--- src/rtl/dip_switch_debouncer_pkg.sv ---
// rtl/dip_switch_debouncer_pkg.sv - shared DIP switch bus sizing and debounce defaults
//
// Purpose: bus width, default debounce length and counter width. The DIP/LED
// top and the CPU input port use these values too, so they stay consistent.
// Ports:   none (package)
package dip_switch_debouncer_pkg;

  localparam int DIP_WIDTH            = 4;
  localparam int DIP_DEBOUNCE_DEFAULT = 16;
  // Wide enough to hold DIP_DEBOUNCE_DEFAULT-1
  localparam int DIP_CNT_W            = 5;

endpackage : dip_switch_debouncer_pkg

--- src/rtl/debounce_bit.sv ---
// rtl/debounce_bit.sv - synchroniser and stability counter for one switch bit
//
// Purpose: brings one raw switch level into the clock domain through two
//          flops. It accepts a new level only after DEBOUNCE_CYCLES consecutive
//          samples that disagree with the published level.
// Ports:
//   clk     in   rising-edge clock
//   reset   in   synchronous active-high reset
//   raw     in   asynchronous bouncing switch level
//   stable  out  debounced level (registered)
//   commit  out  high during the cycle whose edge flips 'stable'
module debounce_bit
  import dip_switch_debouncer_pkg::*;
#(
  parameter int DEBOUNCE_CYCLES = DIP_DEBOUNCE_DEFAULT,
  parameter int CNT_W           = DIP_CNT_W
) (
  input  logic clk,
  input  logic reset,
  input  logic raw,
  output logic stable,
  output logic commit
);

  localparam logic [CNT_W-1:0] LP_CNT_LAST = CNT_W'(DEBOUNCE_CYCLES - 1);

  logic             r_s1;
  logic             r_s2;
  logic [CNT_W-1:0] r_cnt;
  logic             r_stable;
  logic             w_differs;

  assign w_differs = r_s2 ^ r_stable;
  // The counter never exceeds LP_CNT_LAST: it is cleared on the edge where it
  // would pass it, so reaching the last value with a disagreement is the commit.
  assign commit    = w_differs && (r_cnt == LP_CNT_LAST);
  assign stable    = r_stable;

  always_ff @(posedge clk) begin
    if (reset) begin
      r_s1     <= 1'b0;
      r_s2     <= 1'b0;
      r_cnt    <= '0;
      r_stable <= 1'b0;
    end else begin
      r_s1 <= raw;
      r_s2 <= r_s1;
      if (!w_differs) begin
        // A single agreeing sample restarts the qualification window
        r_cnt <= '0;
      end else if (commit) begin
        r_stable <= r_s2;
        r_cnt    <= '0;
      end else begin
        r_cnt <= r_cnt + 1'b1;
      end
    end
  end

endmodule : debounce_bit

--- src/rtl/dip_switch_debouncer.sv ---
// rtl/dip_switch_debouncer.sv - debounced DIP switch word with held change event
//
// Purpose: debounces each switch bit independently and publishes a clean word.
//          It raises a change event with the mask of bits that toggled. The
//          event is held until the consumer acknowledges it.
// Ports:
//   clk           in   rising-edge clock
//   reset         in   synchronous active-high reset
//   dip_raw       in   [WIDTH] asynchronous bouncing switch levels
//   dip_stable    out  [WIDTH] debounced switch word
//   change_valid  out  change event pending
//   change_mask   out  [WIDTH] bits toggled since last ack (valid with change_valid)
//   change_ack    in   consumer accepts the pending event
module dip_switch_debouncer
  import dip_switch_debouncer_pkg::*;
#(
  parameter int WIDTH           = DIP_WIDTH,
  parameter int DEBOUNCE_CYCLES = DIP_DEBOUNCE_DEFAULT,
  parameter int CNT_W           = DIP_CNT_W
) (
  input  logic             clk,
  input  logic             reset,
  input  logic [WIDTH-1:0] dip_raw,
  output logic [WIDTH-1:0] dip_stable,
  output logic             change_valid,
  output logic [WIDTH-1:0] change_mask,
  input  logic             change_ack
);

  logic [WIDTH-1:0] w_tog;
  logic             r_valid;
  logic [WIDTH-1:0] r_mask;

  for (genvar g = 0; g < WIDTH; g++) begin : g_bit
    debounce_bit #(
      .DEBOUNCE_CYCLES (DEBOUNCE_CYCLES),
      .CNT_W           (CNT_W)
    ) u_debounce_bit (
      .clk    (clk),
      .reset  (reset),
      .raw    (dip_raw[g]),
      .stable (dip_stable[g]),
      .commit (w_tog[g])
    );
  end

  always_ff @(posedge clk) begin
    if (reset) begin
      r_valid <= 1'b0;
      r_mask  <= '0;
    end else if (!r_valid) begin
      // An ack with nothing pending is ignored
      if (w_tog != '0) begin
        r_valid <= 1'b1;
        r_mask  <= w_tog;
      end
    end else if (change_ack) begin
      // Toggles landing on the ack edge start a new event so none are lost
      if (w_tog == '0) begin
        r_valid <= 1'b0;
        r_mask  <= '0;
      end else begin
        r_mask  <= w_tog;
      end
    end else begin
      // Accumulate; a bit that toggled twice still reads as changed
      r_mask <= r_mask | w_tog;
    end
  end

  assign change_valid = r_valid;
  assign change_mask  = r_mask;

endmodule : dip_switch_debouncer

--- config.mk ---
export PLATFORM = sky130hd
export DESIGN_NAME = dip_switch_debouncer
export DESIGN_NICKNAME = d
export VERILOG_FILES = /design/src/rtl/dip_switch_debouncer_pkg.sv /design/src/rtl/debounce_bit.sv /design/src/rtl/dip_switch_debouncer.sv
export SDC_FILE = /design/constraint.sdc
export NUM_CORES = 1
export LEC_CHECK = 0
export BUFFER_PORTS_ARGS = -buffer_cell sky130_fd_sc_hd__buf_4
export CORE_MARGIN = 2
export CORE_UTILIZATION = 59
export DETAILED_ROUTE_END_ITERATION = 8
export PLACE_DENSITY = 0.86
export SETUP_SLACK_MARGIN = 0.3
export SLEW_MARGIN = 20
export SYNTH_ARGS = -nofsm -noshare
export SYNTH_HDL_FRONTEND = slang
export SYNTH_HIERARCHICAL = 1
export SYNTH_SLANG_ARGS = --single-unit
--- constraint.sdc ---
create_clock -name clk -period 4.01 [get_ports clk]
set_input_delay 0.401 -clock clk [delete_from_list [all_inputs] [get_ports clk]]
set_output_delay 0.401 -clock clk [all_outputs]
set_load 0.01 [all_outputs]
* Yosys cells after proc, flatten, opt, wreduce, memory -nomap -nowiden
Cells that the tools add are included.
** Word-level totals
- Output and inout port bits :: 9
- Word-level logic and storage cells :: 58
- Bits of input ports :: 7
- Register bits after elaboration :: 37
** Cells by class
- Add/sub/neg operators :: 4
- Reduce and logical (&&, ||, !) cells :: 15
- Equal/unequal tests :: 4
- Muxes and demuxes :: 8
- Bitwise operators :: 9
** Operators with widths (number)
- adder 5 x 1 -> 5 bit, second input constant :: 4
- == test 5 x 4 -> 1 bit, second input constant :: 4
- two-way mux 4 bit :: 4
- OR reduction 3 bit :: 4
- AND reduction 2 bit :: 4
- logical AND 1 bit :: 4
- logical NOT 4 bit :: 1
- two-way mux 1 bit :: 4
- inverter 1 bit :: 4
- bitwise OR 4 bit :: 1
- nonzero test 4 bit :: 1
- XOR 1 bit :: 4
- nonzero test 2 bit :: 1

* Depth between registers and ports, before layout
- Word-level depth :: 6
- Depth in mapped cells :: 6
- Mapped depth without buffers :: 6

* Modules after synthesis
The synthesis kept the hierarchy.
** By module, submodules not included
- debounce_bit :: instances 4, area an instance 292.8 um^2, cells an instance 28, seq. area each 160.2 um^2
- dip_switch_debouncer :: instances 1, area an instance 212.7 um^2, cells an instance 24, seq. area each 100.1 um^2

* Worst setup path after synthesis
OpenSTA, ideal clock, no wires.
- Path kind :: flip-flop to flip-flop
- From :: reg g_bit[0].u_debounce_bit.r_cnt[0]
- To :: reg r_mask[1] (netlist: change_mask[1])
- Cell stages (with the launch flop) :: 7
- Path slack :: 2126 ps
- Data arrival time :: 1793 ps
- Setup time :: 91 ps
- Period minus slack after synthesis :: 1884 ps
- Cell sequence :: dfxtp_1 -> ha_1 -> and3_1 -> ha_1 -> and2_2 -> or4_1 -> a311oi_1
** Between the ends
- Word-level cells in the longest chain between the ends :: 6
** RTL lines
- from (decl) :: RTL line debounce_bit.sv:29 : logic [CNT_W-1:0] r_cnt;
- from (signal assigned) :: RTL line debounce_bit.sv:55 : r_cnt <= r_cnt + 1'b1;
- == test 5 x 4 -> 1 bit (*) :: RTL line debounce_bit.sv:36 : assign commit = w_differs && (r_cnt == LP_CNT_LAST);
- logical AND 1 bit (*) :: RTL line debounce_bit.sv:36
- via w_tog[0] :: RTL line dip_switch_debouncer.sv:30 : logic [WIDTH-1:0] w_tog;
- logical NOT 4 bit :: RTL line dip_switch_debouncer.sv:59 : if (w_tog == '0) begin
- two-way mux 4 bit :: RTL line dip_switch_debouncer.sv:59
- two-way mux 4 bit :: RTL line dip_switch_debouncer.sv:57 : end else if (change_ack) begin
- two-way mux 4 bit :: RTL line dip_switch_debouncer.sv:51 : end else if (!r_valid) begin
- to (signal assigned) :: RTL line dip_switch_debouncer.sv:55 : r_mask <= w_tog;
- to (signal assigned) :: RTL line dip_switch_debouncer.sv:63 : r_mask <= w_tog;
- to (signal assigned) :: RTL line dip_switch_debouncer.sv:67 : r_mask <= r_mask | w_tog;
- to (decl) :: RTL line dip_switch_debouncer.sv:32 : logic [WIDTH-1:0] r_mask;
Mark *: on every way through the listed nets, which the timed path passes. The rest lies on a longest branch.
A chain may end at the register's enable or synchronous reset.

* Worst setup path in the final report
Same ends and word-level chain as after synthesis.

==> results.cfg <==
[floorplan]
boundaryPins = 16
initial_core_util_pct = 62.56
die_y_um = 52.43
die_w_um = 52.43
dieArea_sq_mm = 0.002749
fp.coreArea_sq_mm = 0.002212
rows = 17

[timing]
min_period_over_period_pct = 51.46
final-hold-violation-count = 0
finalSetupViolCount = 0
slew_headroom_pct = 80.19
fin_setup_tns_ns = 0
rsz0062_at_grt = false
fin_crit_ns = 2.063
worst_pin_slew_ns = 0.2962
finalMaxSlewViolations = 0
worst_clock_skew_ns = 0.009845
fmax_mhz = 484.6

[logic_synthesis]
ys_top_cells_by_area = dfxtp_1, nor2_1, ha_1
async_flop_share_pct = 0
netlist_area_sq_mm = 0.001384
syn_inst = 136
ys_seq_area_share_pct = 53.53
synth-edff-count = 0
yosysWarnings = 6
synth_area_leader_cell = dfxtp_1
yosys.cell_types.count = 18
syn_nets = 151
post-synth-top-area-fraction_pct = 53.53
synth_ff_type = dfxtp_1
syn_area_per_cell_sq_um = 10.18
ys_ff_latch = 37

[worst_setup_path]
critical_path_class = reg2reg
crit_family = simple AND/OR/NAND/NOR gates
crit_top_cell = ha_1
r2r_slack_ns = 1.95
worst_path_max_delay_cell = or4_1
worstPathCellList = ha_1 -> and3_1 -> ha_1 -> and2_2 -> or4_1 -> a311oi_1
reg2reg_depth = 6
crit_fanout = 6
start_kind = flip-flop
crit_path_end_kind = flip-flop
timing.rr.start = g_bit[0].u_debounce_bit/r_cnt[0]$_SDFF_PP0_
worstPathArrival_ns = 2.33
cpPeakStageDelay_ns = 0.55
critPathBufInv = 0
r2r-end = change_mask[1]$_SDFFE_PP0P_
critPathRequiredTime_ns = 4.27

[layout]
drive_above_1_share_pct = 22.01
fin_util_pct = 72.40
area_delta_synth_final_pct = 15.73
fin_nets = 173
diodes = 0
fillerInstances = 172

[pwr]
internal_power_uw = 481.5
ir_drop_mv = 0.3351
swShare_pct = 21.16
leakagePower_uw = 0.0007046
seq_power_share_pct = 61.3
power_switching_uw = 129.2
comb_power_share_pct = 2.7
clockPowerShare_pct = 36.0
powerDensity_mw_per_mm2 = 381.4

[global_routing]
grt_pass1_wl_mm = 3.995
grt_overflow = 0
antenna_found_initial = 0
grt_pass1_vias = 974
grt_usage_pct = 20.60
grt_max_degree = 22

[drt]
met2_length_mm = 1.103
drt_iter0_drc = 12
ant_nets = 0
drc = 0
wl_per_cell_um = 11.95
wl_mm = 2.234
first_pass_iters = 4
vias = 980
highest_layer = met4
routedLengthMet1_um = 965
wl_met3_um = 113
routed_via_density = 5.241

[clock_tree]
cts_buffers = 5
cts_resized = 0
insertion_delay_ns = 0.35
cts_root_buf = clkbuf_4
cts_tree = yes
clk_path_buf_depth = 2
cts_setup_buffers = 0
numClockSinks = 37
hold_buffers = 0
cts.reportedPaths.clkPinSlew_ns = 0.11
htree_levels = 2

[hold_path]
hold_depth = 2
hold_path.class = in2reg
min_to = g_bit[2].u_debounce_bit/r_s1$_SDFF_PP0_
worstHoldStart = dip_raw[2]

[flow_run]
maxCapViolations = 0

[place]
port_buffers = 15
finalWeightedCongestion = 0.7567
dp_hpwl_mm = 1.637

[run_status]
status = completed
routing by layer:
metal	GRT usage (%)	vias up
li1	-	499
met1	23.32	457
met2	33.13	17
met3	6.000	7
met4	14.10	0
met5	0	-
logic make-up (layout without fill, tap and decap cells):
family	Yosys count	in the layout	synth area share, %
AND/OR/NAND/NOR	62	62	23.69
flip-flops	37	37	53.53
XOR/XNOR	12	12	7.595
adder cells (fa/ha/maj)	8	8	7.234
buffers and inverters	8	31	2.170
AO/OA/AOI/OAI	5	5	2.893
multiplexers	4	4	2.893
metrics by stage:
stage	total power (uW)	setup slack, ns	instances	instance area (sq um)	hold slack (ns)
after floorplan	390.1	2.126	136	1384	0.4138
after global placement	398.4	2.046	179	1531	0.4199
after detailed placement	399.3	1.965	179	1531	0.4248
after CTS	618.5	1.931	187	1602	0.2597
after global routing	637.6	1.858	187	1602	0.2612
final	610.8	1.947	187	1602	0.2670
flip-flops by register name, summed over array words and instances (netlist names):
name / flops
g_bit.u_debounce_bit/r_s1: 4
change_mask: 4
g_bit.u_debounce_bit/r_s2: 4
g_bit.u_debounce_bit/stable: 4
g_bit.u_debounce_bit/r_cnt: 20
change_valid: 1
area by class of cell:
| type | count | area (sq um) | share of cell area, % |
|---|---|---|---|
| well taps | 28 | 35.03 | 2.187 |
| flip-flops and latches | 37 | 740.7 | 46.25 |
| clock inverters | 1 | 5.005 | 0.3125 |
| multi-input cells | 91 | 613.1 | 38.28 |
| clock buffers | 7 | 65.06 | 4.062 |
| repair buffers | 15 | 112.6 | 7.031 |
| inverters | 8 | 30.03 | 1.875 |
worst max-delay path by stage:
stage | slack, ns | cells past startpoint | end | startpoint
finish | 1.95 | 6 | change_mask[1]$_SDFFE_PP0P_ | g_bit[0].u_debounce_bit/r_cnt[0]$_SDFF_PP0_
global route | 1.86 | 6 | change_mask[1]$_SDFFE_PP0P_ | g_bit[0].u_debounce_bit/r_cnt[0]$_SDFF_PP0_
detailed placement | 1.97 | 6 | change_mask[1]$_SDFFE_PP0P_ | g_bit[0].u_debounce_bit/r_cnt[0]$_SDFF_PP0_
floorplan | 2.13 | 6 | change_mask[1]$_SDFFE_PP0P_ | g_bit[0].u_debounce_bit/r_cnt[0]$_SDFF_PP0_
global placement | 2.05 | 6 | change_mask[2]$_SDFFE_PP0P_ | g_bit[1].u_debounce_bit/r_cnt[0]$_SDFF_PP0_
CTS | 1.93 | 6 | change_mask[1]$_SDFFE_PP0P_ | g_bit[0].u_debounce_bit/r_cnt[0]$_SDFF_PP0_
cell usage in the layout (no fill, tap or decap):
cell type  count
and3_2         4
nand2_2        4
inv_1          8
and2_2         4
buf_4         15
and3_1         4
nor4_1         1
clkbuf_4       5
nand2b_1       1
clkinv_2       1
dfxtp_1       37
clkbuf_8       2
a311oi_1       4
a21oi_1        1
xnor2_1        4
or4_1          4
ha_1           8
nor2_1        28
nor2b_1        8
nand3_1        4
xor2_1         8
mux2i_1        4
power groups by stage:
| stage | combinational [uW] | sequential [uW] | clock [uW] |
|---|---|---|---|
| after floorplan | 7.58 | 383 | 0 |
| after global placement | 15.6 | 383 | 0 |
| after detailed placement | 16.2 | 383 | 0 |
| after CTS | 16.5 | 375 | 227 |
| after global routing | 18.1 | 375 | 244 |
| final | 16.4 | 375 | 220 |
synthesized netlist by cell type, types with 4 or more instances:
cell,number
a311oi_1,4
and2_2,4
and3_1,4
and3_2,4
dfxtp_1,37
ha_1,8
inv_1,8
mux2i_1,4
nand2_2,4
nand3_1,4
nor2_1,28
nor2b_1,8
or4_1,4
xnor2_1,4
xor2_1,8
No activity file was read; power rests on OpenSTA's default activity.
